$ cat src/rtl/pe_mac_v2_pkg.sv
// Shared types and fixed-point helpers for the pe_mac_v2 processing element.
package pe_pkg;

  typedef enum logic {
    PE_WS = 1'b0,
    PE_OS = 1'b1
  } pe_mode_e;

  // Half-LSB rounding constant for a given number of fractional bits.
  function automatic logic signed [63:0] rnd_const(input int unsigned frac);
    return 64'sd1 <<< (frac - 32'd1);
  endfunction

  // Clamp a wide signed value into the signed range of a w-bit word.
  function automatic logic signed [63:0] sat_to_psum(input logic signed [63:0] x,
                                                     input int unsigned w);
    logic signed [63:0] max_v;
    logic signed [63:0] min_v;
    max_v = (64'sd1 <<< (w - 32'd1)) - 64'sd1;
    min_v = -(64'sd1 <<< (w - 32'd1));
    if (x > max_v) begin
      return max_v;
    end else if (x < min_v) begin
      return min_v;
    end else begin
      return x;
    end
  endfunction

  localparam int unsigned DEF_FRAC_BITS = 32'd8;
  localparam logic signed [63:0] DEF_RND = rnd_const(DEF_FRAC_BITS);

endpackage

$ cat src/rtl/pe_mac_v2_if.sv
// Systolic PE neighbour bus: north/west inputs and south/east outputs.
interface pe_mac_v2_if #(
  parameter int DATA_WIDTH = 16,
  parameter int PSUM_WIDTH = 16
);
  logic                  en;
  logic                  mode;
  logic                  clr_ovf;
  logic [PSUM_WIDTH-1:0] psum_in;
  logic                  psum_valid_in;
  logic [DATA_WIDTH-1:0] weight_in;
  logic                  weight_valid_in;
  logic [DATA_WIDTH-1:0] input_in;
  logic                  valid_in;
  logic                  switch_in;
  logic                  drain_in;
  logic [PSUM_WIDTH-1:0] psum_out;
  logic                  psum_valid_out;
  logic [DATA_WIDTH-1:0] weight_out;
  logic                  weight_valid_out;
  logic [DATA_WIDTH-1:0] input_out;
  logic                  valid_out;
  logic                  switch_out;
  logic                  drain_out;
  logic                  ovf_sticky;

  modport slave (
    input  en, mode, clr_ovf, psum_in, psum_valid_in, weight_in, weight_valid_in,
           input_in, valid_in, switch_in, drain_in,
    output psum_out, psum_valid_out, weight_out, weight_valid_out, input_out,
           valid_out, switch_out, drain_out, ovf_sticky
  );

  modport master (
    output en, mode, clr_ovf, psum_in, psum_valid_in, weight_in, weight_valid_in,
           input_in, valid_in, switch_in, drain_in,
    input  psum_out, psum_valid_out, weight_out, weight_valid_out, input_out,
           valid_out, switch_out, drain_out, ovf_sticky
  );
endinterface

$ cat src/rtl/pe_mac_v2_fxp_mul_rnd_sat.sv
// Signed fixed-point multiply with round-half-up and saturation to psum width.
module fxp_mul_rnd_sat
  import pe_pkg::*;
#(
  parameter int DATA_WIDTH = 16,
  parameter int FRAC_BITS  = 8,
  parameter int PSUM_WIDTH = 16
) (
  input  logic signed [DATA_WIDTH-1:0] a,
  input  logic signed [DATA_WIDTH-1:0] b,
  output logic signed [PSUM_WIDTH-1:0] prod,
  output logic                         ovf
);
  localparam logic signed [63:0] RND = rnd_const(FRAC_BITS);

  logic signed [2*DATA_WIDTH-1:0] p_s;
  logic signed [63:0]             wide_s;
  logic signed [63:0]             sat_s;

  // Full product, rounded back to FRAC_BITS, then clamped to the psum range.
  always_comb begin
    p_s    = a * b;
    wide_s = (64'(p_s) + RND) >>> FRAC_BITS;
    sat_s  = sat_to_psum(wide_s, PSUM_WIDTH);
    prod   = sat_s[PSUM_WIDTH-1:0];
    ovf    = (sat_s != wide_s);
  end
endmodule

$ cat src/rtl/pe_mac_v2.sv
// Weight-/output-stationary systolic MAC processing element with stall and drain chain.
module pe_mac_v2
  import pe_pkg::*;
#(
  parameter int DATA_WIDTH = 16,
  parameter int FRAC_BITS  = 8,
  parameter int PSUM_WIDTH = 16
) (
  input logic        clk,
  input logic        rst,
  pe_mac_v2_if.slave bus
);
  logic signed [DATA_WIDTH-1:0] active_q, active_d, shadow_q, shadow_d, eff_weight_s;
  logic signed [PSUM_WIDTH-1:0] acc_q, acc_d, psum_out_q, psum_out_d, prod_s;
  logic [DATA_WIDTH-1:0]        weight_out_q, weight_out_d, input_out_q, input_out_d;
  logic psum_valid_out_q, psum_valid_out_d, weight_valid_out_q, weight_valid_out_d;
  logic valid_out_q, valid_out_d, switch_out_q, switch_out_d, drain_out_q, drain_out_d;
  logic ovf_q, ovf_d, ovf_set_s, prod_ovf_s;
  logic ws_ovf_s, acc_ovf_s, drain_ovf_s;
  pe_mode_e mode_q, mode_d, mode_in_s;
  logic signed [63:0] ws_raw_s, ws_sat_s, acc_raw_s, acc_sat_s, drain_raw_s, drain_sat_s;

  // A switch cycle already multiplies by the weight being promoted.
  always_comb begin
    eff_weight_s = bus.switch_in ? shadow_q : active_q;
    mode_in_s    = pe_mode_e'(bus.mode);
  end

  fxp_mul_rnd_sat #(
    .DATA_WIDTH(DATA_WIDTH),
    .FRAC_BITS (FRAC_BITS),
    .PSUM_WIDTH(PSUM_WIDTH)
  ) u_mul (
    .a   ($signed(bus.input_in)),
    .b   (eff_weight_s),
    .prod(prod_s),
    .ovf (prod_ovf_s)
  );

  // Candidate sums for the three consumers of the product, each saturated.
  always_comb begin
    ws_raw_s    = 64'($signed(bus.psum_in)) + 64'(prod_s);
    ws_sat_s    = sat_to_psum(ws_raw_s, PSUM_WIDTH);
    ws_ovf_s    = (ws_sat_s != ws_raw_s);
    acc_raw_s   = 64'(acc_q) + 64'(prod_s);
    acc_sat_s   = sat_to_psum(acc_raw_s, PSUM_WIDTH);
    acc_ovf_s   = (acc_sat_s != acc_raw_s);
    drain_raw_s = 64'(acc_q) + (bus.valid_in ? 64'(prod_s) : 64'sd0);
    drain_sat_s = sat_to_psum(drain_raw_s, PSUM_WIDTH);
    drain_ovf_s = (drain_sat_s != drain_raw_s);
  end

  // Next-state logic; with en low everything holds.
  always_comb begin
    active_d = active_q;                 shadow_d = shadow_q;
    acc_d = acc_q;                       psum_out_d = psum_out_q;
    psum_valid_out_d = psum_valid_out_q; weight_out_d = weight_out_q;
    weight_valid_out_d = weight_valid_out_q;
    input_out_d = input_out_q;           valid_out_d = valid_out_q;
    switch_out_d = switch_out_q;         drain_out_d = drain_out_q;
    mode_d = mode_q;                     ovf_d = ovf_q;
    ovf_set_s = 1'b0;
    if (bus.en) begin
      mode_d             = mode_in_s;
      valid_out_d        = bus.valid_in;
      switch_out_d       = bus.switch_in;
      drain_out_d        = bus.drain_in;
      input_out_d        = bus.valid_in ? bus.input_in : {DATA_WIDTH{1'b0}};
      weight_out_d       = bus.weight_valid_in ? bus.weight_in : {DATA_WIDTH{1'b0}};
      weight_valid_out_d = bus.weight_valid_in;
      shadow_d           = bus.weight_valid_in ? $signed(bus.weight_in) : shadow_q;
      active_d           = bus.switch_in ? shadow_q : active_q;
      psum_out_d         = {PSUM_WIDTH{1'b0}};
      psum_valid_out_d   = 1'b0;
      if (mode_in_s != mode_q) begin
        // Mode transition: flush the accumulator and discard this cycle's MAC.
        acc_d = {PSUM_WIDTH{1'b0}};
      end else if (mode_in_s == PE_WS) begin
        acc_d = {PSUM_WIDTH{1'b0}};
        if (bus.valid_in) begin
          psum_out_d       = ws_sat_s[PSUM_WIDTH-1:0];
          psum_valid_out_d = 1'b1;
          ovf_set_s        = prod_ovf_s | ws_ovf_s;
        end else begin
          psum_valid_out_d = 1'b0;
        end
      end else begin
        if (bus.drain_in) begin
          // Drain beats an upstream word; the dropped word is flagged as an error.
          psum_out_d       = drain_sat_s[PSUM_WIDTH-1:0];
          psum_valid_out_d = 1'b1;
          acc_d            = {PSUM_WIDTH{1'b0}};
          ovf_set_s        = (bus.valid_in & (prod_ovf_s | drain_ovf_s)) | bus.psum_valid_in;
        end else if (bus.valid_in) begin
          acc_d            = acc_sat_s[PSUM_WIDTH-1:0];
          ovf_set_s        = prod_ovf_s | acc_ovf_s;
          psum_out_d       = bus.psum_valid_in ? bus.psum_in : {PSUM_WIDTH{1'b0}};
          psum_valid_out_d = bus.psum_valid_in;
        end else begin
          psum_out_d       = bus.psum_valid_in ? bus.psum_in : {PSUM_WIDTH{1'b0}};
          psum_valid_out_d = bus.psum_valid_in;
        end
      end
      if (ovf_set_s) begin
        ovf_d = 1'b1;
      end else if (bus.clr_ovf) begin
        ovf_d = 1'b0;
      end else begin
        ovf_d = ovf_q;
      end
    end else begin
      ovf_set_s = 1'b0;
    end
  end

  // State and output registers with asynchronous clear.
  always_ff @(posedge clk or posedge rst) begin
    if (rst) begin
      active_q <= '0;            shadow_q <= '0;       acc_q <= '0;
      psum_out_q <= '0;          psum_valid_out_q <= 1'b0;
      weight_out_q <= '0;        weight_valid_out_q <= 1'b0;
      input_out_q <= '0;         valid_out_q <= 1'b0;
      switch_out_q <= 1'b0;      drain_out_q <= 1'b0;
      mode_q <= PE_WS;           ovf_q <= 1'b0;
    end else begin
      active_q <= active_d;      shadow_q <= shadow_d;  acc_q <= acc_d;
      psum_out_q <= psum_out_d;  psum_valid_out_q <= psum_valid_out_d;
      weight_out_q <= weight_out_d; weight_valid_out_q <= weight_valid_out_d;
      input_out_q <= input_out_d; valid_out_q <= valid_out_d;
      switch_out_q <= switch_out_d; drain_out_q <= drain_out_d;
      mode_q <= mode_d;          ovf_q <= ovf_d;
    end
  end

  assign bus.psum_out         = psum_out_q;
  assign bus.psum_valid_out   = psum_valid_out_q;
  assign bus.weight_out       = weight_out_q;
  assign bus.weight_valid_out = weight_valid_out_q;
  assign bus.input_out        = input_out_q;
  assign bus.valid_out        = valid_out_q;
  assign bus.switch_out       = switch_out_q;
  assign bus.drain_out        = drain_out_q;
  assign bus.ovf_sticky       = ovf_q;
endmodule
$ cat src/flat_wrapper.sv
// flat-port wrapper written by rule: the top's interface ports become plain ports
module pe_mac_v2_flat import pe_pkg::*;
#(
  parameter int DATA_WIDTH = 16,
  parameter int FRAC_BITS  = 8,
  parameter int PSUM_WIDTH = 16
)
  (clk, rst, bus_en, bus_mode, bus_clr_ovf, bus_psum_in, bus_psum_valid_in, bus_weight_in, bus_weight_valid_in, bus_input_in, bus_valid_in, bus_switch_in, bus_drain_in, bus_psum_out, bus_psum_valid_out, bus_weight_out, bus_weight_valid_out, bus_input_out, bus_valid_out, bus_switch_out, bus_drain_out, bus_ovf_sticky);
  pe_mac_v2_if #(.DATA_WIDTH(DATA_WIDTH), .PSUM_WIDTH(PSUM_WIDTH)) bus_i ();
  input logic clk;
  input logic rst;
  input wire logic [$bits(bus_i.en)-1:0] bus_en;
  input wire logic [$bits(bus_i.mode)-1:0] bus_mode;
  input wire logic [$bits(bus_i.clr_ovf)-1:0] bus_clr_ovf;
  input wire logic [$bits(bus_i.psum_in)-1:0] bus_psum_in;
  input wire logic [$bits(bus_i.psum_valid_in)-1:0] bus_psum_valid_in;
  input wire logic [$bits(bus_i.weight_in)-1:0] bus_weight_in;
  input wire logic [$bits(bus_i.weight_valid_in)-1:0] bus_weight_valid_in;
  input wire logic [$bits(bus_i.input_in)-1:0] bus_input_in;
  input wire logic [$bits(bus_i.valid_in)-1:0] bus_valid_in;
  input wire logic [$bits(bus_i.switch_in)-1:0] bus_switch_in;
  input wire logic [$bits(bus_i.drain_in)-1:0] bus_drain_in;
  output wire logic [$bits(bus_i.psum_out)-1:0] bus_psum_out;
  output wire logic [$bits(bus_i.psum_valid_out)-1:0] bus_psum_valid_out;
  output wire logic [$bits(bus_i.weight_out)-1:0] bus_weight_out;
  output wire logic [$bits(bus_i.weight_valid_out)-1:0] bus_weight_valid_out;
  output wire logic [$bits(bus_i.input_out)-1:0] bus_input_out;
  output wire logic [$bits(bus_i.valid_out)-1:0] bus_valid_out;
  output wire logic [$bits(bus_i.switch_out)-1:0] bus_switch_out;
  output wire logic [$bits(bus_i.drain_out)-1:0] bus_drain_out;
  output wire logic [$bits(bus_i.ovf_sticky)-1:0] bus_ovf_sticky;
  assign bus_i.en = bus_en;
  assign bus_i.mode = bus_mode;
  assign bus_i.clr_ovf = bus_clr_ovf;
  assign bus_i.psum_in = bus_psum_in;
  assign bus_i.psum_valid_in = bus_psum_valid_in;
  assign bus_i.weight_in = bus_weight_in;
  assign bus_i.weight_valid_in = bus_weight_valid_in;
  assign bus_i.input_in = bus_input_in;
  assign bus_i.valid_in = bus_valid_in;
  assign bus_i.switch_in = bus_switch_in;
  assign bus_i.drain_in = bus_drain_in;
  assign bus_psum_out = bus_i.psum_out;
  assign bus_psum_valid_out = bus_i.psum_valid_out;
  assign bus_weight_out = bus_i.weight_out;
  assign bus_weight_valid_out = bus_i.weight_valid_out;
  assign bus_input_out = bus_i.input_out;
  assign bus_valid_out = bus_i.valid_out;
  assign bus_switch_out = bus_i.switch_out;
  assign bus_drain_out = bus_i.drain_out;
  assign bus_ovf_sticky = bus_i.ovf_sticky;
  pe_mac_v2 #(.DATA_WIDTH(DATA_WIDTH), .FRAC_BITS(FRAC_BITS), .PSUM_WIDTH(PSUM_WIDTH)) u_core (.clk(clk), .rst(rst), .bus(bus_i));
endmodule
$ cat config.mk
export PLATFORM = sky130hd
export DESIGN_NAME = pe_mac_v2_flat
export DESIGN_NICKNAME = d
export VERILOG_FILES = /design/src/rtl/pe_mac_v2_pkg.sv /design/src/rtl/pe_mac_v2_if.sv /design/src/rtl/pe_mac_v2_fxp_mul_rnd_sat.sv /design/src/rtl/pe_mac_v2.sv /design/src/flat_wrapper.sv
export SDC_FILE = /design/constraint.sdc
export NUM_CORES = 1
export LEC_CHECK = 0
export BUFFER_PORTS_ARGS = -buffer_cell sky130_fd_sc_hd__buf_2
export CORE_MARGIN = 2
export CORE_UTILIZATION = 40
export DETAILED_ROUTE_END_ITERATION = 8
export SYNTH_ARGS = -nofsm -noshare
export SYNTH_HDL_FRONTEND = slang
export SYNTH_SLANG_ARGS = --single-unit
$ cat constraint.sdc
create_clock -name clk -period 16.6 [get_ports clk]
set_input_delay 3.32 -clock clk [delete_from_list [all_inputs] [get_ports clk]]
set_output_delay 3.32 -clock clk [all_outputs]
set_load 0.005 [all_outputs]
## Yosys cells after proc, flatten, opt, wreduce, memory -nomap -nowiden

Index checks and enable logic that the tools add are counted.

| operators by class | value |
|---|---|
| order comparisons | 8 |
| add/subtract/negate cells | 4 |
| bitwise operators | 5 |
| mux-type cells | 33 |
| reduce and logical (&&, ||, !) cells | 4 |
| $mul | 1 |
| equality and inequality tests | 6 |
| shift-type cells | 0 |
| divide/modulo/power cells | 0 |

Operators by type and width:

| operator | count |
|---|---|
| 2-to-1 mux 64 bit | 9 |
| greater-than comparator 64 x 16 -> 1 bit, second input constant | 3 |
| less-than comparator 64 x 16 -> 1 bit, second input constant | 3 |
| 2-to-1 mux 16 bit | 12 |
| != test 64 bit | 3 |
| adder 16 x 64 -> 64 bit | 1 |
| != test 64 x 25 -> 1 bit | 1 |
| adder 16 x 16 -> 17 bit | 2 |
| adder 32 x 9 -> 33 bit, second input constant | 1 |
| multiplier 16 x 16 -> 32 bit | 1 |
| greater-than comparator 25 x 16 -> 1 bit, second input constant | 1 |
| less-than comparator 25 x 16 -> 1 bit, second input constant | 1 |
| 2-to-1 mux 1 bit | 12 |
| AND reduction 2 bit | 3 |
| != test 4 x 1 -> 1 bit, second input constant | 1 |
| OR 1 bit | 4 |
| nonzero test 2 bit | 1 |
| AND 1 bit | 1 |
| != test 1 bit | 1 |

| word-level totals | value |
|---|---|
| memories kept | 0 |
| memory bits (read-only) | 0 |
| flip-flop bits (word level) | 103 |
| latch bits | 0 |
| input port bits | 58 |
| logic and storage cells | 74 |
| RAM bits | 0 |

## Longest topological paths before layout

Gate-level depths: netlist of the first run.

| depth | value |
|---|---|
| depth in word-level cells | 21 |
| depth in mapped cells | 55 |

## Cells and area by module

Synthesis of the first run repeated with hierarchy kept, for this count alone.

| unflattened totals | value |
|---|---|
| cell total of the unflattened synthesis | 2,043 |
| area total of the unflattened synthesis | 18,262.5 um^2 |

Modules (own cells, without submodules):

| module | cells each | area an instance (um^2) | instances |
|---|---|---|---|
| fxp_mul_rnd_sat | 1,212 | 10,535.1 | 1 |
| pe_mac_v2 | 831 | 7,727.4 | 1 |

## Worst setup path after synthesis of the first run

No wires, ideal clock.

| timing | value |
|---|---|
| path kind | in2reg |
| start | in bus_switch_in |
| end | reg u_core.psum_out_q[12], in the netlist u_core.bus.psum_out[12] |
| arrival time | 16,557 ps |
| stages on the path | 51 |
| slack | -90 ps |
| buffers on the path | 5 |
| library setup time | 132 ps |
| cells stage by stage | buf_6 > clkbuf_1 > mux2_2 > clkbuf_1 > nand2_1 > inv_1 > fa_1 > inv_1 > fa_1 > inv_1 > fa_1 > fa_1 > fa_1 > inv_1 > fa_1 > inv_1 > ha_1 > a21o_1 > [15 not listed] > o21a_1 > a211oi_1 > o31ai_1 > and2_1 > o21ai_0 > nand2b_1 > inv_1 > fa_1 > or4b_2 > or4_1 > a2111o_1 > or2_2 > ha_1 > clkbuf_1 > clkinv_1 > and3_1 > o21ai_0 > o22ai_1 |

| between the ends | value |
|---|---|
| longest elaborated chain between the ends | 14 |
| elaborated cells between the ends (all ways) | 22 |
| those cells by class | 3 x add/sub; 1 x mul; 6 x order compare; 12 x mux |

RTL lines:

| element | line | source |
|---|---|---|
| from (decl) | flat_wrapper.sv:21 | `input wire logic [$bits(bus_i.switch_in)-1:0] bus_switch_in;` |
| 2-to-1 mux 16 bit (*) | - |  |
| multiplier 16 x 16 -> 32 bit (*) | pe_mac_v2_fxp_mul_rnd_sat.sv:22 | `p_s = a * b;` |
| adder 32 x 9 -> 33 bit (*) | pe_mac_v2_fxp_mul_rnd_sat.sv:23 | `wide_s = (64'(p_s) + RND) >>> FRAC_BITS;` |
| less-than comparator 25 x 16 -> 1 bit | pe_mac_v2_pkg.sv:23 | `end else if (x < min_v) begin` |
| 2-to-1 mux 64 bit | pe_mac_v2_pkg.sv:23 |  |
| 2-to-1 mux 64 bit (*) | pe_mac_v2_pkg.sv:21 | `if (x > max_v) begin` |
| 2-to-1 mux 64 bit | pe_mac_v2.sv:48 | `drain_raw_s = 64'(acc_q) + (bus.valid_in ? 64'(prod_s) : 64'sd0);` |
| adder 16 x 64 -> 64 bit | pe_mac_v2.sv:48 |  |
| less-than comparator 64 x 16 -> 1 bit | pe_mac_v2_pkg.sv:23 |  |
| 2-to-1 mux 64 bit | pe_mac_v2_pkg.sv:23 |  |
| 2-to-1 mux 64 bit | pe_mac_v2_pkg.sv:21 |  |
| 2-to-1 mux 16 bit | pe_mac_v2.sv:88 | `if (bus.drain_in) begin` |
| 2-to-1 mux 16 bit (*) | pe_mac_v2.sv:78 | `end else if (mode_in_s == PE_WS) begin` |
| 2-to-1 mux 16 bit (*) | pe_mac_v2.sv:75 | `if (mode_in_s != mode_q) begin` |
| to (signal assigned) | pe_mac_v2.sv:127 | `psum_out_q <= psum_out_d; psum_valid_out_q <= psum_valid_out_d;` |
| to (decl) | pe_mac_v2.sv:14 | `logic signed [PSUM_WIDTH-1:0] acc_q, acc_d, psum_out_q, psum_out_d, prod_s;` |

Mark *: on every way between the ends. The rest lies on a longest branch, timed or not.
A chain may end at the register's enable or synchronous reset.

## Worst setup path after layout of the first run

| timing | value |
|---|---|
| start | in bus_switch_in |
| end | reg u_core.ovf_q, in the netlist u_core.bus.ovf_sticky |

| between the ends | value |
|---|---|
| longest elaborated chain between the ends | 21 |
| elaborated cells between the ends (all ways) | 41 |
| those cells by class | 4 x add/sub; 1 x mul; 8 x order compare; 4 x eq/ne; 17 x mux; 5 x bitwise; 2 x reduce/logical |

RTL lines:

| element | line | source |
|---|---|---|
| 2-to-1 mux 16 bit (*) | - |  |
| multiplier 16 x 16 -> 32 bit (*) | pe_mac_v2_fxp_mul_rnd_sat.sv:22 |  |
| adder 32 x 9 -> 33 bit (*) | pe_mac_v2_fxp_mul_rnd_sat.sv:23 |  |
| less-than comparator 25 x 16 -> 1 bit | pe_mac_v2_pkg.sv:23 |  |
| 2-to-1 mux 64 bit | pe_mac_v2_pkg.sv:23 |  |
| 2-to-1 mux 64 bit | pe_mac_v2_pkg.sv:21 |  |
| 2-to-1 mux 64 bit | pe_mac_v2.sv:48 |  |
| adder 16 x 64 -> 64 bit | pe_mac_v2.sv:48 |  |
| [5 not listed] | - |  |
| AND 1 bit | pe_mac_v2.sv:93 | `ovf_set_s = (bus.valid_in & (prod_ovf_s \| drain_ovf_s)) \| bus.psum_valid_in;` |
| OR 1 bit | pe_mac_v2.sv:93 |  |
| 2-to-1 mux 1 bit | pe_mac_v2.sv:88 |  |
| 2-to-1 mux 1 bit (*) | pe_mac_v2.sv:78 |  |
| 2-to-1 mux 1 bit (*) | pe_mac_v2.sv:75 |  |
| 2-to-1 mux 1 bit (*) | pe_mac_v2.sv:63 | `if (bus.en) begin` |
| nonzero test 2 bit (no source line) | - |  |
| AND reduction 2 bit (no source line) | - |  |
| to (signal assigned) | pe_mac_v2.sv:131 | `mode_q <= mode_d; ovf_q <= ovf_d;` |
| to (decl) | pe_mac_v2.sv:18 | `logic ovf_q, ovf_d, ovf_set_s, prod_ovf_s;` |

Mark *: on every way between the ends. The rest lies on a longest branch, timed or not. The select of a mux whose other input is x is not followed.

==> results of run 1 <==
stage by stage:
| stage | utilization (%) | hold WS (ns) |
|---|---|---|
| 2_1_floorplan | - | 0.458 |
| 3_3_place_gp | 43.8 | 0.472 |
| 3_5_place_dp | 43.8 | 0.473 |
| 4_1_cts | 44.5 | 0.503 |
| 5_1_grt | 44.6 | 0.526 |
| 6_report | 44.6 | 0.507 |
routing by layer:
metal	wire length, um	track usage [%]	up-vias
li1	-	-	6974
met1	21200	28.3	7379
met2	24500	37.8	337
met3	1640	2.76	87
met4	1280	5.71	0
met5	0	0	-
final timing paths:
path                                           to  slack [ns]  cells past startpoint
setup / recovery            u_core.bus.ovf_sticky        0.65                     47
hold / removal                u_core.active_q[13]        0.51                      1
setup reg to reg            u_core.bus.ovf_sticky        3.53                     49
hold reg to reg               u_core.active_q[13]        0.51                      1
max in group asynchronous      u_core.active_q[7]       12.38                      3
min in group asynchronous  u_core.bus.psum_out[4]        2.99                      2
timing repair:
action                                  in CTS  in global routing
setup buffers                                0                  1
resized for setup                            0                 10
endpoints found under the setup margin       0                 17
kinds of logic (layout without fill, tap and decap cells):
| family | count (synthesis) | in the layout | share of synthesized area (%) |
|---|---|---|---|
| buf+inv | 495 | 611 | 10.3 |
| compound gates | 367 | 367 | 12.7 |
| mux | 40 | 40 | 2.45 |
| simple gates | 627 | 627 | 17.2 |
| flops | 103 | 103 | 14.0 |
| fa+ha+maj | 417 | 417 | 40.2 |
| xor+xnor | 67 | 67 | 3.20 |
placed cells by master, fill, tap and decap left out, types with 8 or more instances in the layout:
cell,netlist,final
sky130_fd_sc_hd__and3_1,12,12
sky130_fd_sc_hd__nand2b_1,25,25
sky130_fd_sc_hd__xnor2_1,47,47
sky130_fd_sc_hd__nand3_1,24,24
sky130_fd_sc_hd__nand4_1,11,11
sky130_fd_sc_hd__ha_1,129,128
sky130_fd_sc_hd__o21bai_1,10,10
sky130_fd_sc_hd__fa_1,288,287
sky130_fd_sc_hd__buf_4,0,60
sky130_fd_sc_hd__o21a_1,13,13
sky130_fd_sc_hd__o211ai_1,11,11
sky130_fd_sc_hd__and2_1,90,90
sky130_fd_sc_hd__buf_2,2,110
sky130_fd_sc_hd__o21ai_0,90,87
sky130_fd_sc_hd__nor2_1,68,68
sky130_fd_sc_hd__nor3_1,13,13
sky130_fd_sc_hd__xor2_1,20,20
sky130_fd_sc_hd__a211oi_1,16,13
sky130_fd_sc_hd__dfrtp_1,103,103
sky130_fd_sc_hd__clkbuf_16,0,9
sky130_fd_sc_hd__o22ai_1,22,22
sky130_fd_sc_hd__a21o_1,28,28
sky130_fd_sc_hd__or3_1,10,10
sky130_fd_sc_hd__nor2b_1,67,67
sky130_fd_sc_hd__o21ai_2,10,10
sky130_fd_sc_hd__inv_1,419,418
sky130_fd_sc_hd__a21oi_1,102,101
sky130_fd_sc_hd__or2_2,8,8
sky130_fd_sc_hd__nand2_1,257,257
sky130_fd_sc_hd__mux2_2,31,31
state kept, by name, indices dropped and copies added (netlist names), 16 cells and up:
register and cells:
u_core.shadow_q 16, u_core.bus.input_out 16, u_core.bus.psum_out 16, u_core.acc_q 16
u_core.bus.weight_out 16, u_core.active_q 16
worst register-to-register path: cells and delay by family (launching register included):
| kind | cells | cell delay [ns] |
|---|---|---|
| fa+ha+maj | 12 | 5.35 |
| xor+xnor | 1 | 0.18 |
| compound gates | 12 | 2.25 |
| mux | 1 | 0.24 |
| buf+inv | 9 | 0.99 |
| simple gates | 14 | 3.55 |
| flops | 1 | 0.41 |
cell type report:
type / count / area, um^2 / share of cell area, %
flip-flops and latches: 103 / 2580 / 12.7
well taps: 600 / 751 / 3.71
multi-input cells: 1518 / 13900 / 68.8
clock inverters: 7 / 80.1 / 0.396
inverters: 420 / 1580 / 7.82
repair buffers: 175 / 1090 / 5.38
clock buffers: 9 / 225 / 1.11
cells in the mapped netlist, types with 8 or more instances:
master                     instances  area, um^2
sky130_fd_sc_hd__ha_1            129        1610
sky130_fd_sc_hd__a21oi_1         102         510
sky130_fd_sc_hd__nand2b_1         25         156
sky130_fd_sc_hd__dfrtp_1         103        2580
sky130_fd_sc_hd__mux2_2           31         349
sky130_fd_sc_hd__o21ai_2          10        87.6
sky130_fd_sc_hd__o21ai_0          90         450
sky130_fd_sc_hd__and3_1           12        75.1
sky130_fd_sc_hd__nor2b_1          67         419
sky130_fd_sc_hd__xnor2_1          47         412
sky130_fd_sc_hd__o22ai_1          22         138
sky130_fd_sc_hd__inv_1           419        1570
sky130_fd_sc_hd__xor2_1           20         175
sky130_fd_sc_hd__nor2_1           68         255
sky130_fd_sc_hd__or3_1            10        62.6
sky130_fd_sc_hd__o211ai_1         11        82.6
sky130_fd_sc_hd__clkbuf_1         68         255
sky130_fd_sc_hd__and2_1           90         563
sky130_fd_sc_hd__nand4_1          11        68.8
sky130_fd_sc_hd__nor3_1           13        65.1
sky130_fd_sc_hd__o21a_1           13        97.6
sky130_fd_sc_hd__or2_2             8        50.1
sky130_fd_sc_hd__nand3_1          24         120
sky130_fd_sc_hd__nand2_1         257         965
sky130_fd_sc_hd__a211oi_1         16         120
sky130_fd_sc_hd__fa_1            288        5770
sky130_fd_sc_hd__a21o_1           28         210
sky130_fd_sc_hd__o21bai_1         10        75.1
==> impl_metrics.sql, run 1 <==
INSERT INTO impl_metrics (metric_group, metric, value, unit) VALUES
('place', 'hpwl', '40.9', 'mm'),
('worst_setup_path', 'worstPathRequired', '16.88', 'ns'),
('sta', 'max-slew-margin-rel', '44.7', '%'),
('synth', 'yosys.cell_types.count', '76', ''),
('worst_setup_path', 'timing.critical_path.fanout_max', '10', ''),
('synth', 'ys_async_sr_fraction', '100', '%'),
('drt', 'post_drt_via_cell_ratio', '5.22', ''),
('clock_tree', 'clock_tree.root_cell', 'sky130_fd_sc_hd__clkbuf_16', ''),
('layout', 'filler_cell_count', '4498', ''),
('layout', 'antenna_diode_count', '0', ''),
('clock_tree', 'clk-insertion-delay-late', '0.38', 'ns'),
('place', 'placement.setup.worst_slack', '-0.00672', 'ns'),
('worst_setup_path', 'critPathBufInv', '9', ''),
('clock_tree', 'clock_sink_count', '103', ''),
('grt', 'globalRoute.totalOverflow', '0', ''),
('worst_setup_path', 'timing_worst_setup_path_type', 'in -> reg', ''),
('layout', 'layout.cell_area.non_filler', '20200', 'um^2'),
('sta', 'grt_setup_unrepaired', 'false', ''),
('grt', 'grt_max_degree', '67', ''),
('drt', 'routed-via-count', '14800', ''),
('clock_tree', 'clock_buffers_created_by_tritoncts', '9', ''),
('sta', 'period_utilization', '96.1', '%'),
('synth', 'synth_sequential_area_ratio', '14.0', '%'),
('status', 'outcome', 'finished, final reports clean', ''),
('job', 'max-cap-violations', '0', ''),
('drt', 'routed_wire_length_per_instance', '17.2', 'um'),
('synth', 'synth_edf_count', '0', ''),
('sta', 'finalClockSkew', '0.0125', 'ns'),
('synth', 'synth_register_bits', '103', ''),
('worst_setup_path', 'critical_path_arrival', '16.23', 'ns'),
('worst_setup_path', 'setup.worst_path.start', 'bus_switch_in', ''),
('floorplanning', 'floorplan.initialDensity', '40.5', '%'),
('floorplanning', 'core_region_area', '45400', 'um^2'),
('worst_setup_path', 'path_delay_family', 'adder cells', ''),
('drt', 'drc_errors', '0', ''),
('floorplanning', 'io_pins', '112', ''),
('synth', 'mappedNetlistArea', '18400', 'um^2'),
('layout', 'post_route_cells_drive_above_1_share', '11.6', '%'),
('sta', 'postLayoutSetupSlackWorst', '0.646', 'ns'),
('place', 'post-place-cells', '2815', ''),
('worst_setup_path', 'setup.worst_path.end_class', 'flip-flop', ''),
('clock_tree', 'cts-htree-levels', '3', ''),
('sta', 'slew_at_the_pin_closest_to_its_max_slew_limit', '0.829', 'ns'),
('place', 'final_gp_congestion', '0.923', ''),
('sta', 'layout_min_cycle_time', '15.95', 'ns'),
('worst_setup_path', 'cpMostUsedCell', 'sky130_fd_sc_hd__fa_1', ''),
('clock_tree', 'cts_hold_buf', '0', ''),
('clock_tree', 'clock_tree_from_tritoncts', 'yes', ''),
('layout', 'final_cells', '2832', ''),
('sta', 'timing.final.setup_violations', '0', ''),
('sta', 'slew_viol_final', '0', ''),
('sta', 'final-hold-violation-count', '0', ''),
('grt', 'antenna_found_initial', '1', ''),
('worst_setup_path', 'largest_incremental_delay_on_the_critical_path', '0.70', 'ns'),
('sta', 'setup_total_negative_slack', '0', 'ns'),
('grt', 'grt_first_pass_wirelength', '82.4', 'mm'),
('hold_path', 'startpoint_of_the_tightest_hold_check_path', 'u_core.active_q[13]', ''),
('clock_tree', 'clk_buf_depth', '2', ''),
('drt', 'postRouteAntennaNets', '0', ''),
('layout', 'fin_nets', '2702', ''),
('synth', 'netlist_instances', '2116', ''),
('synth', 'synth_area_per_cell', '8.68', 'um^2'),
('worst_setup_path', 'critPathLaunchType', 'input port', ''),
('synth', 'synth_ff_type', 'sky130_fd_sc_hd__dfrtp_1', ''),
('drt', 'wirelength', '48.6', 'mm'),
('synth', 'mappedNetlistNets', '2591', ''),
('floorplanning', 'floorplan.die_area', '47600', 'um^2'),
('synth', 'yosys_warnings', '0', ''),
('drt', 'dr.first_iter.drc_count', '971', ''),
('place', 'dpl-instance-area', '19900', 'um^2'),
('grt', 'grt_pass1_vias', '15700', ''),
('floorplanning', 'die_x', '218', 'um'),
('layout', 'synthToLayoutAreaGrowth', '10.2', '%'),
('grt', 'grt_usage', '21.7', '%'),
('drt', 'drt_pass1_iterations', '5', ''),
('place', 'port_buffers', '111', ''),
('worst_setup_path', 'regToRegStartpoint', 'u_core.shadow_q[4]', ''),
('sta', 'max_freq', '0.0627', 'GHz'),
('hold_path', 'hold_path.class', 'reg -> reg', ''),
('worst_setup_path', 'crit_path_top_delay_cell', 'sky130_fd_sc_hd__fa_2', ''),
('floorplanning', 'die_h', '218', 'um'),
('clock_tree', 'clk_transition_reported_paths', '0.08', 'ns'),
('floorplanning', 'rows', '78', '');
Power of run 1 is not shown: default switching activity piles up to over one toggle a cycle in this logic, so the estimate is an artifact.
==> run 2: changes to the inputs <==
--- a/config.mk
+++ b/config.mk
@@ -5,10 +5,12 @@
 export SDC_FILE = /design/constraint.sdc
 export NUM_CORES = 1
 export LEC_CHECK = 0
-export BUFFER_PORTS_ARGS = -buffer_cell sky130_fd_sc_hd__buf_2
+export ABC_AREA = 1
 export CORE_MARGIN = 2
 export CORE_UTILIZATION = 40
 export DETAILED_ROUTE_END_ITERATION = 8
+export DONT_BUFFER_PORTS = 1
+export PLACE_DENSITY = 0.63
 export SYNTH_ARGS = -nofsm -noshare
 export SYNTH_HDL_FRONTEND = slang
 export SYNTH_SLANG_ARGS = --single-unit
==> run 2 against run 1 <==
Against the previous run: worst setup slack improved by 0.88 ns; die area up 1.8%; non-clock buffer count decreased by 158; critical path depth up 2; global-route usage increased by 1.9 points; register-to-register slack better by 0.56 ns; cell count is 11% higher; wire length increased by 13%; hold slack lost 0.015 ns; design area fell by 2.8%; via count grew 8.5%; area after synthesis increased by 1.9%; critical path type unchanged; largest cell class unchanged.
==> impl_metrics.sql, run 2 <==
INSERT INTO impl_metrics (metric_group, metric, value, unit) VALUES
('drt', 'dr.first_iter.drc_count', '1069', ''),
('sta', 'max-slew-margin-rel', '11.5', '%'),
('worst_setup_path', 'timing.critical_path.fanout_max', '32', ''),
('drt', 'routed_wire_length_per_instance', '17.6', 'um'),
('synth', 'synth_edf_count', '0', ''),
('floorplanning', 'floorplan.initialDensity', '40.4', '%'),
('floorplanning', 'floorplan.die_area', '48500', 'um^2'),
('place', 'dpl-instance-area', '19400', 'um^2'),
('synth', 'synth_common_cells', '605 x sky130_fd_sc_hd__nand2_1, 576 x sky130_fd_sc_hd__inv_1, 288 x sky130_fd_sc_hd__fa_1', ''),
('synth', 'yosys_warnings', '0', ''),
('worst_setup_path', 'crit_path_top_delay_cell', 'sky130_fd_sc_hd__fa_1', ''),
('synth', 'netlist.area_leader.share', '30.8', '%'),
('floorplanning', 'die_x', '220', 'um'),
('grt', 'grt_first_pass_wirelength', '88.7', 'mm'),
('grt', 'antenna_found_initial', '0', ''),
('clock_tree', 'clock_tree.root_cell', 'sky130_fd_sc_hd__clkbuf_16', ''),
('synth', 'synth_ff_type', 'sky130_fd_sc_hd__dfrtp_1', ''),
('worst_setup_path', 'setup.worst_path.end_class', 'flip-flop', ''),
('sta', 'finalClockSkew', '0.0176', 'ns'),
('sta', 'final-hold-violation-count', '0', ''),
('synth', 'synth_register_bits', '103', ''),
('drt', 'routed-via-count', '16000', ''),
('synth', 'yosys.cell_types.count', '53', ''),
('clock_tree', 'cts-htree-levels', '3', ''),
('worst_setup_path', 'timing_worst_setup_path_type', 'in -> reg', ''),
('grt', 'grt_max_degree', '58', ''),
('floorplanning', 'die_h', '220', 'um'),
('floorplanning', 'rows', '79', ''),
('sta', 'timing.final.setup_violations', '0', ''),
('synth', 'netlist_instances', '2555', ''),
('place', 'post-place-cells', '3118', ''),
('clock_tree', 'clock_tree_from_tritoncts', 'yes', ''),
('drt', 'drc_errors', '0', ''),
('worst_setup_path', 'critPathLaunchType', 'input port', ''),
('place', 'port_buffers', '0', ''),
('floorplanning', 'io_pins', '112', ''),
('synth', 'ys_async_sr_fraction', '100', '%'),
('drt', 'wirelength', '55.0', 'mm'),
('sta', 'fin_hold_ws', '0.492', 'ns'),
('grt', 'grt_pass1_vias', '16300', ''),
('drt', 'post_drt_via_cell_ratio', '5.12', ''),
('synth', 'yosys-top-cells-area', 'sky130_fd_sc_hd__fa_1 31%, sky130_fd_sc_hd__dfrtp_1 14%, sky130_fd_sc_hd__nand2_1 12%, sky130_fd_sc_hd__inv_1 12%, sky130_fd_sc_hd__ha_1 8.6%', ''),
('place', 'hpwl', '47.1', 'mm'),
('layout', 'layout.cell_area.non_filler', '19700', 'um^2'),
('drt', 'postRouteAntennaNets', '0', ''),
('grt', 'globalRoute.totalOverflow', '0', ''),
('layout', 'layout_commonest_cell', 'sky130_fd_sc_hd__nand2_1', ''),
('worst_setup_path', 'worstPathRequired', '16.86', 'ns'),
('synth', 'synth_sequential_area_ratio', '13.8', '%'),
('layout', 'post_route_cells_drive_above_1_share', '3.13', '%'),
('layout', 'final_cells', '3134', ''),
('sta', 'grt_setup_unrepaired', 'false', ''),
('worst_setup_path', 'critical_path_arrival', '15.34', 'ns'),
('layout', 'antenna_diode_count', '0', ''),
('clock_tree', 'clock_sink_count', '103', ''),
('sta', 'period_utilization', '90.8', '%'),
('place', 'final_gp_congestion', '0.948', ''),
('sta', 'max_freq', '0.0663', 'GHz'),
('clock_tree', 'clk_transition_reported_paths', '0.08', 'ns'),
('sta', 'slew_viol_final', '0', ''),
('layout', 'most-common-layout-cells', '605 x sky130_fd_sc_hd__nand2_1, 575 x sky130_fd_sc_hd__inv_1, 288 x sky130_fd_sc_hd__fa_1', ''),
('clock_tree', 'post-cts-setup-buffer-count', '0', ''),
('synth', 'mappedNetlistArea', '18700', 'um^2'),
('job', 'max-cap-violations', '0', ''),
('drt', 'drt_pass1_iterations', '5', ''),
('synth', 'synth_area_per_cell', '7.32', 'um^2'),
('sta', 'slew_at_the_pin_closest_to_its_max_slew_limit', '1.32', 'ns'),
('sta', 'setup_total_negative_slack', '0', 'ns'),
('grt', 'grt_usage', '23.5', '%'),
('clock_tree', 'cts_hold_buf', '0', ''),
('layout', 'filler_cell_count', '4757', ''),
('floorplanning', 'core_region_area', '46400', 'um^2'),
('synth', 'most_frequent_cell_after_synthesis', 'sky130_fd_sc_hd__nand2_1', ''),
('hold_path', 'hold_path.class', 'reg -> reg', ''),
('worst_setup_path', 'largest_incremental_delay_on_the_critical_path', '0.76', 'ns'),
('synth', 'yosys.area.top_type', 'sky130_fd_sc_hd__fa_1', ''),
('clock_tree', 'clk-insertion-delay-late', '0.38', 'ns'),
('sta', 'layout_min_cycle_time', '15.08', 'ns'),
('synth', 'mappedNetlistNets', '3030', ''),
('clock_tree', 'clk_buf_depth', '2', ''),
('status', 'outcome', 'finished, final reports clean', ''),
('worst_setup_path', 'cpMostUsedCell', 'sky130_fd_sc_hd__nand2_1', ''),
('layout', 'synthToLayoutAreaGrowth', '5.10', '%'),
('clock_tree', 'clock_buffers_created_by_tritoncts', '9', ''),
('clock_tree', 'post_cts.resized_instances', '0', ''),
('layout', 'fin_nets', '2997', '');
## run 2: worst paths after layout
check	start	end	slack, ns	cells after the start
max	bus_switch_in	u_core.bus.ovf_sticky	1.52	49
min	u_core.active_q[1]	u_core.active_q[1]	0.49	2
max reg2reg	u_core.active_q[3]	u_core.bus.ovf_sticky	4.09	49
min reg2reg	u_core.active_q[1]	u_core.active_q[1]	0.49	2
max in group asynchronous	rst	u_core.acc_q[12]	12.51	2
min in group asynchronous	rst	u_core.bus.weight_out[2]	2.93	1
## run 2: kinds of logic after synthesis
family	count (synthesis)	share of synthesized area [%]
flops	103	13.8
compound gates	301	8.64
fa+ha+maj	417	39.4
buf+inv	652	13.2
xor+xnor	44	2.10
simple gates	1038	22.9
## run 2: cell type report
class	instances	area, um^2	area share (%)
tap	607	759	3.86
multi-input combinational	1800	13700	69.5
sequential	103	2580	13.1
timing repair buffer	17	128	0.649
clock inverter	7	81.3	0.414
inverter	591	2220	11.3
clock buffer	9	225	1.15
## run 2: critical path: cells and delay by family
kind,cells,cell delay [ns]
AOI/OAI and AO/OA,6,1.82
xor gates and xnor gates,1,0.24
adders and majority gates,11,5.69
buffers and inverters,10,1.55
and+or+nand+nor,21,2.69
## run 2: stage by stage
stage          utilization [%]  setup WS [ns]
6_report                  42.4           1.52
2_1_floorplan                -           2.35
5_1_grt                   42.4          0.325
3_5_place_dp              41.8           1.12
3_3_place_gp              41.8           1.26
4_1_cts                   42.4           1.47
## run 2: metal layers
layer | vias up | global-route usage (%) | routed length (um)
met5 | - | 0 | 0
met4 | 0 | 9.66 | 2500
met3 | 129 | 3.95 | 2890
met2 | 457 | 39.1 | 26400
met1 | 7817 | 30.5 | 23200
li1 | 7630 | - | -
Power of run 2 is left out for the same reason.
==> run 3: changes to the inputs <==
--- a/config.mk
+++ b/config.mk
@@ -5,7 +5,7 @@
 export SDC_FILE = /design/constraint.sdc
 export NUM_CORES = 1
 export LEC_CHECK = 0
-export ABC_AREA = 1
+export ABC_AREA = 0
 export CORE_MARGIN = 2
 export CORE_UTILIZATION = 40
 export DETAILED_ROUTE_END_ITERATION = 8
==> run 3 against run 2 <==
Against the previous run: die area shrank 1.8%; worst setup slack lost 0.88 ns; critical path depth shrank 3; register-to-register slack lost 0.89 ns; design area shrank 1.5%; critical path type unchanged.
==> impl_metrics.sql, run 3 (synthesis results as in run 1) <==
INSERT INTO impl_metrics (metric_group, metric, value, unit) VALUES
('place', 'final_gp_congestion', '0.922', ''),
('drt', 'drt_pass1_iterations', '7', ''),
('floorplanning', 'io_pins', '112', ''),
('floorplanning', 'floorplan.die_area', '47600', 'um^2'),
('place', 'hpwl', '39.6', 'mm'),
('worst_setup_path', 'cpMostUsedCell', 'sky130_fd_sc_hd__fa_1', ''),
('sta', 'finalClockSkew', '0.00952', 'ns'),
('grt', 'grt_first_pass_wirelength', '80.7', 'mm'),
('sta', 'fin_hold_ws', '0.506', 'ns'),
('sta', 'layout_min_cycle_time', '15.95', 'ns'),
('drt', 'routed-via-count', '14200', ''),
('sta', 'final-hold-violation-count', '0', ''),
('place', 'dpl-instance-area', '19000', 'um^2'),
('layout', 'post_route_cells_drive_above_1_share', '5.18', '%'),
('sta', 'max-slew-margin-rel', '39.5', '%'),
('layout', 'antenna_diode_count', '0', ''),
('drt', 'wirelength', '48.2', 'mm'),
('worst_setup_path', 'ff2ff_setup_slack', '3.20', 'ns'),
('layout', 'fin_nets', '2555', ''),
('floorplanning', 'die_h', '218', 'um'),
('layout', 'layout_commonest_cell', 'sky130_fd_sc_hd__inv_1', ''),
('sta', 'slew_at_the_pin_closest_to_its_max_slew_limit', '0.906', 'ns'),
('worst_setup_path', 'regToRegStartpoint', 'u_core.shadow_q[1]', ''),
('worst_setup_path', 'worstPathRequired', '16.85', 'ns'),
('worst_setup_path', 'setup.worst_path.end_class', 'flip-flop', ''),
('layout', 'synthToLayoutAreaGrowth', '5.40', '%'),
('clock_tree', 'clk_buf_depth', '2', ''),
('clock_tree', 'clk-insertion-delay-late', '0.37', 'ns'),
('worst_setup_path', 'timing.critical_path.fanout_max', '17', ''),
('drt', 'dr.first_iter.drc_count', '853', ''),
('sta', 'max_freq', '0.0627', 'GHz'),
('worst_setup_path', 'critical_path.endpoint', 'u_core.bus.psum_out[9]', ''),
('drt', 'drc_errors', '0', ''),
('grt', 'grt_pass1_vias', '14900', ''),
('worst_setup_path', 'largest_incremental_delay_on_the_critical_path', '0.66', 'ns'),
('grt', 'grt_usage', '21.4', '%'),
('worst_setup_path', 'critical_path_depth', '46', ''),
('clock_tree', 'clock_buffers_created_by_tritoncts', '9', ''),
('hold_path', 'hold_path.class', 'reg -> reg', ''),
('clock_tree', 'cts-htree-levels', '3', ''),
('layout', 'multi_input_logic_area', '13900', 'um^2'),
('sta', 'grt_setup_unrepaired', 'false', ''),
('drt', 'routed_wire_length_per_instance', '17.9', 'um'),
('grt', 'grt_max_degree', '67', ''),
('layout', 'filler_cell_count', '4531', ''),
('worst_setup_path', 'path_delay_family', 'adder cells', ''),
('clock_tree', 'clock_tree_from_tritoncts', 'yes', ''),
('layout', 'layout.area.seq', '2580', 'um^2'),
('worst_setup_path', 'critPathBufInv', '8', ''),
('clock_tree', 'cts_hold_buf', '0', ''),
('worst_setup_path', 'rr_worst_depth', '46', ''),
('worst_setup_path', 'critical_path_arrival', '16.20', 'ns'),
('clock_tree', 'clk_transition_reported_paths', '0.07', 'ns'),
('layout', 'layout.cell_area.non_filler', '19400', 'um^2'),
('worst_setup_path', 'end_of_the_worst_register_to_register_path', 'u_core.bus.psum_out[9]', ''),
('grt', 'antenna_found_initial', '0', ''),
('grt', 'globalRoute.totalOverflow', '0', ''),
('layout', 'most-common-layout-cells', '418 x sky130_fd_sc_hd__inv_1, 287 x sky130_fd_sc_hd__fa_1, 257 x sky130_fd_sc_hd__nand2_1', ''),
('floorplanning', 'rows', '78', ''),
('drt', 'post_drt_via_cell_ratio', '5.28', ''),
('floorplanning', 'die_x', '218', 'um'),
('floorplanning', 'floorplan.initialDensity', '40.5', '%'),
('clock_tree', 'clock_tree.root_cell', 'sky130_fd_sc_hd__clkbuf_16', ''),
('drt', 'postRouteAntennaNets', '0', ''),
('status', 'outcome', 'finished, final reports clean', ''),
('sta', 'setup_total_negative_slack', '0', 'ns'),
('clock_tree', 'clock_sink_count', '103', ''),
('worst_setup_path', 'crit_path_top_delay_cell', 'sky130_fd_sc_hd__fa_1', ''),
('floorplanning', 'core_region_area', '45400', 'um^2'),
('worst_setup_path', 'setup.worst_path.start', 'bus_switch_in', ''),
('sta', 'timing.final.setup_violations', '0', ''),
('job', 'max-cap-violations', '0', ''),
('sta', 'slew_viol_final', '0', ''),
('place', 'port_buffers', '0', ''),
('worst_setup_path', 'critPathLaunchType', 'input port', ''),
('sta', 'period_utilization', '96.1', '%'),
('worst_setup_path', 'timing_worst_setup_path_type', 'in -> reg', '');
==> run 3: layout make-up <==
cell class	count	area share [%]
clock inverter	6	0.336
clock buffer	10	1.18
timing repair buffer	27	1.18
sequential	103	13.3
timing repair inverter	1	0.0259
multi-input combinational	1518	71.9
tap	600	3.88
inverter	420	8.18
==> run 3: how the worst min path moves through the flow <==
| stage | start | endpoint | slack, ns | depth (start not counted) |
|---|---|---|---|---|
| after floorplan | u_core.shadow_q[10] | u_core.shadow_q[10] | 0.46 | 2 |
| after global placement | u_core.active_q[7] | u_core.active_q[7] | 0.48 | 1 |
| after detailed placement | u_core.active_q[13] | u_core.active_q[13] | 0.49 | 1 |
| after CTS | u_core.active_q[13] | u_core.active_q[13] | 0.51 | 1 |
| after global routing | u_core.active_q[8] | u_core.active_q[8] | 0.52 | 1 |
| final | u_core.active_q[8] | u_core.active_q[8] | 0.51 | 1 |
==> run 3: routing by layer <==
metal | track usage, % | share of wire, % | routed length [um] | vias up
met3 | 2.38 | 3.6 | 1720 | 73
met4 | 5.83 | 2.7 | 1290 | 0
met5 | 0 | 0 | 0 | -
met1 | 28.5 | 44 | 21000 | 7121
li1 | - | - | - | 6667
met2 | 36.9 | 50 | 24100 | 312
==> run 3: metrics by stage <==
stage / setup slack [ns] / util (%) / cells
after detailed placement: 0.0348 / 41.9 / 2667
after global routing: 0.00364 / 42.7 / 2685
final: 0.645 / 42.7 / 2685
after global placement: 0.257 / 41.9 / 2667
after floorplan: 0.0566 / - / 2116
after CTS: 0.398 / 42.6 / 2683
==> run 3: timing repair <==
| action | 4_1_cts | 5_1_grt |
|---|---|---|
| endpoints found under the setup margin | 0 | 17 |
| setup buffers | 0 | 1 |
| resized for setup | 0 | 7 |
Power of run 3 is left out for the same reason.
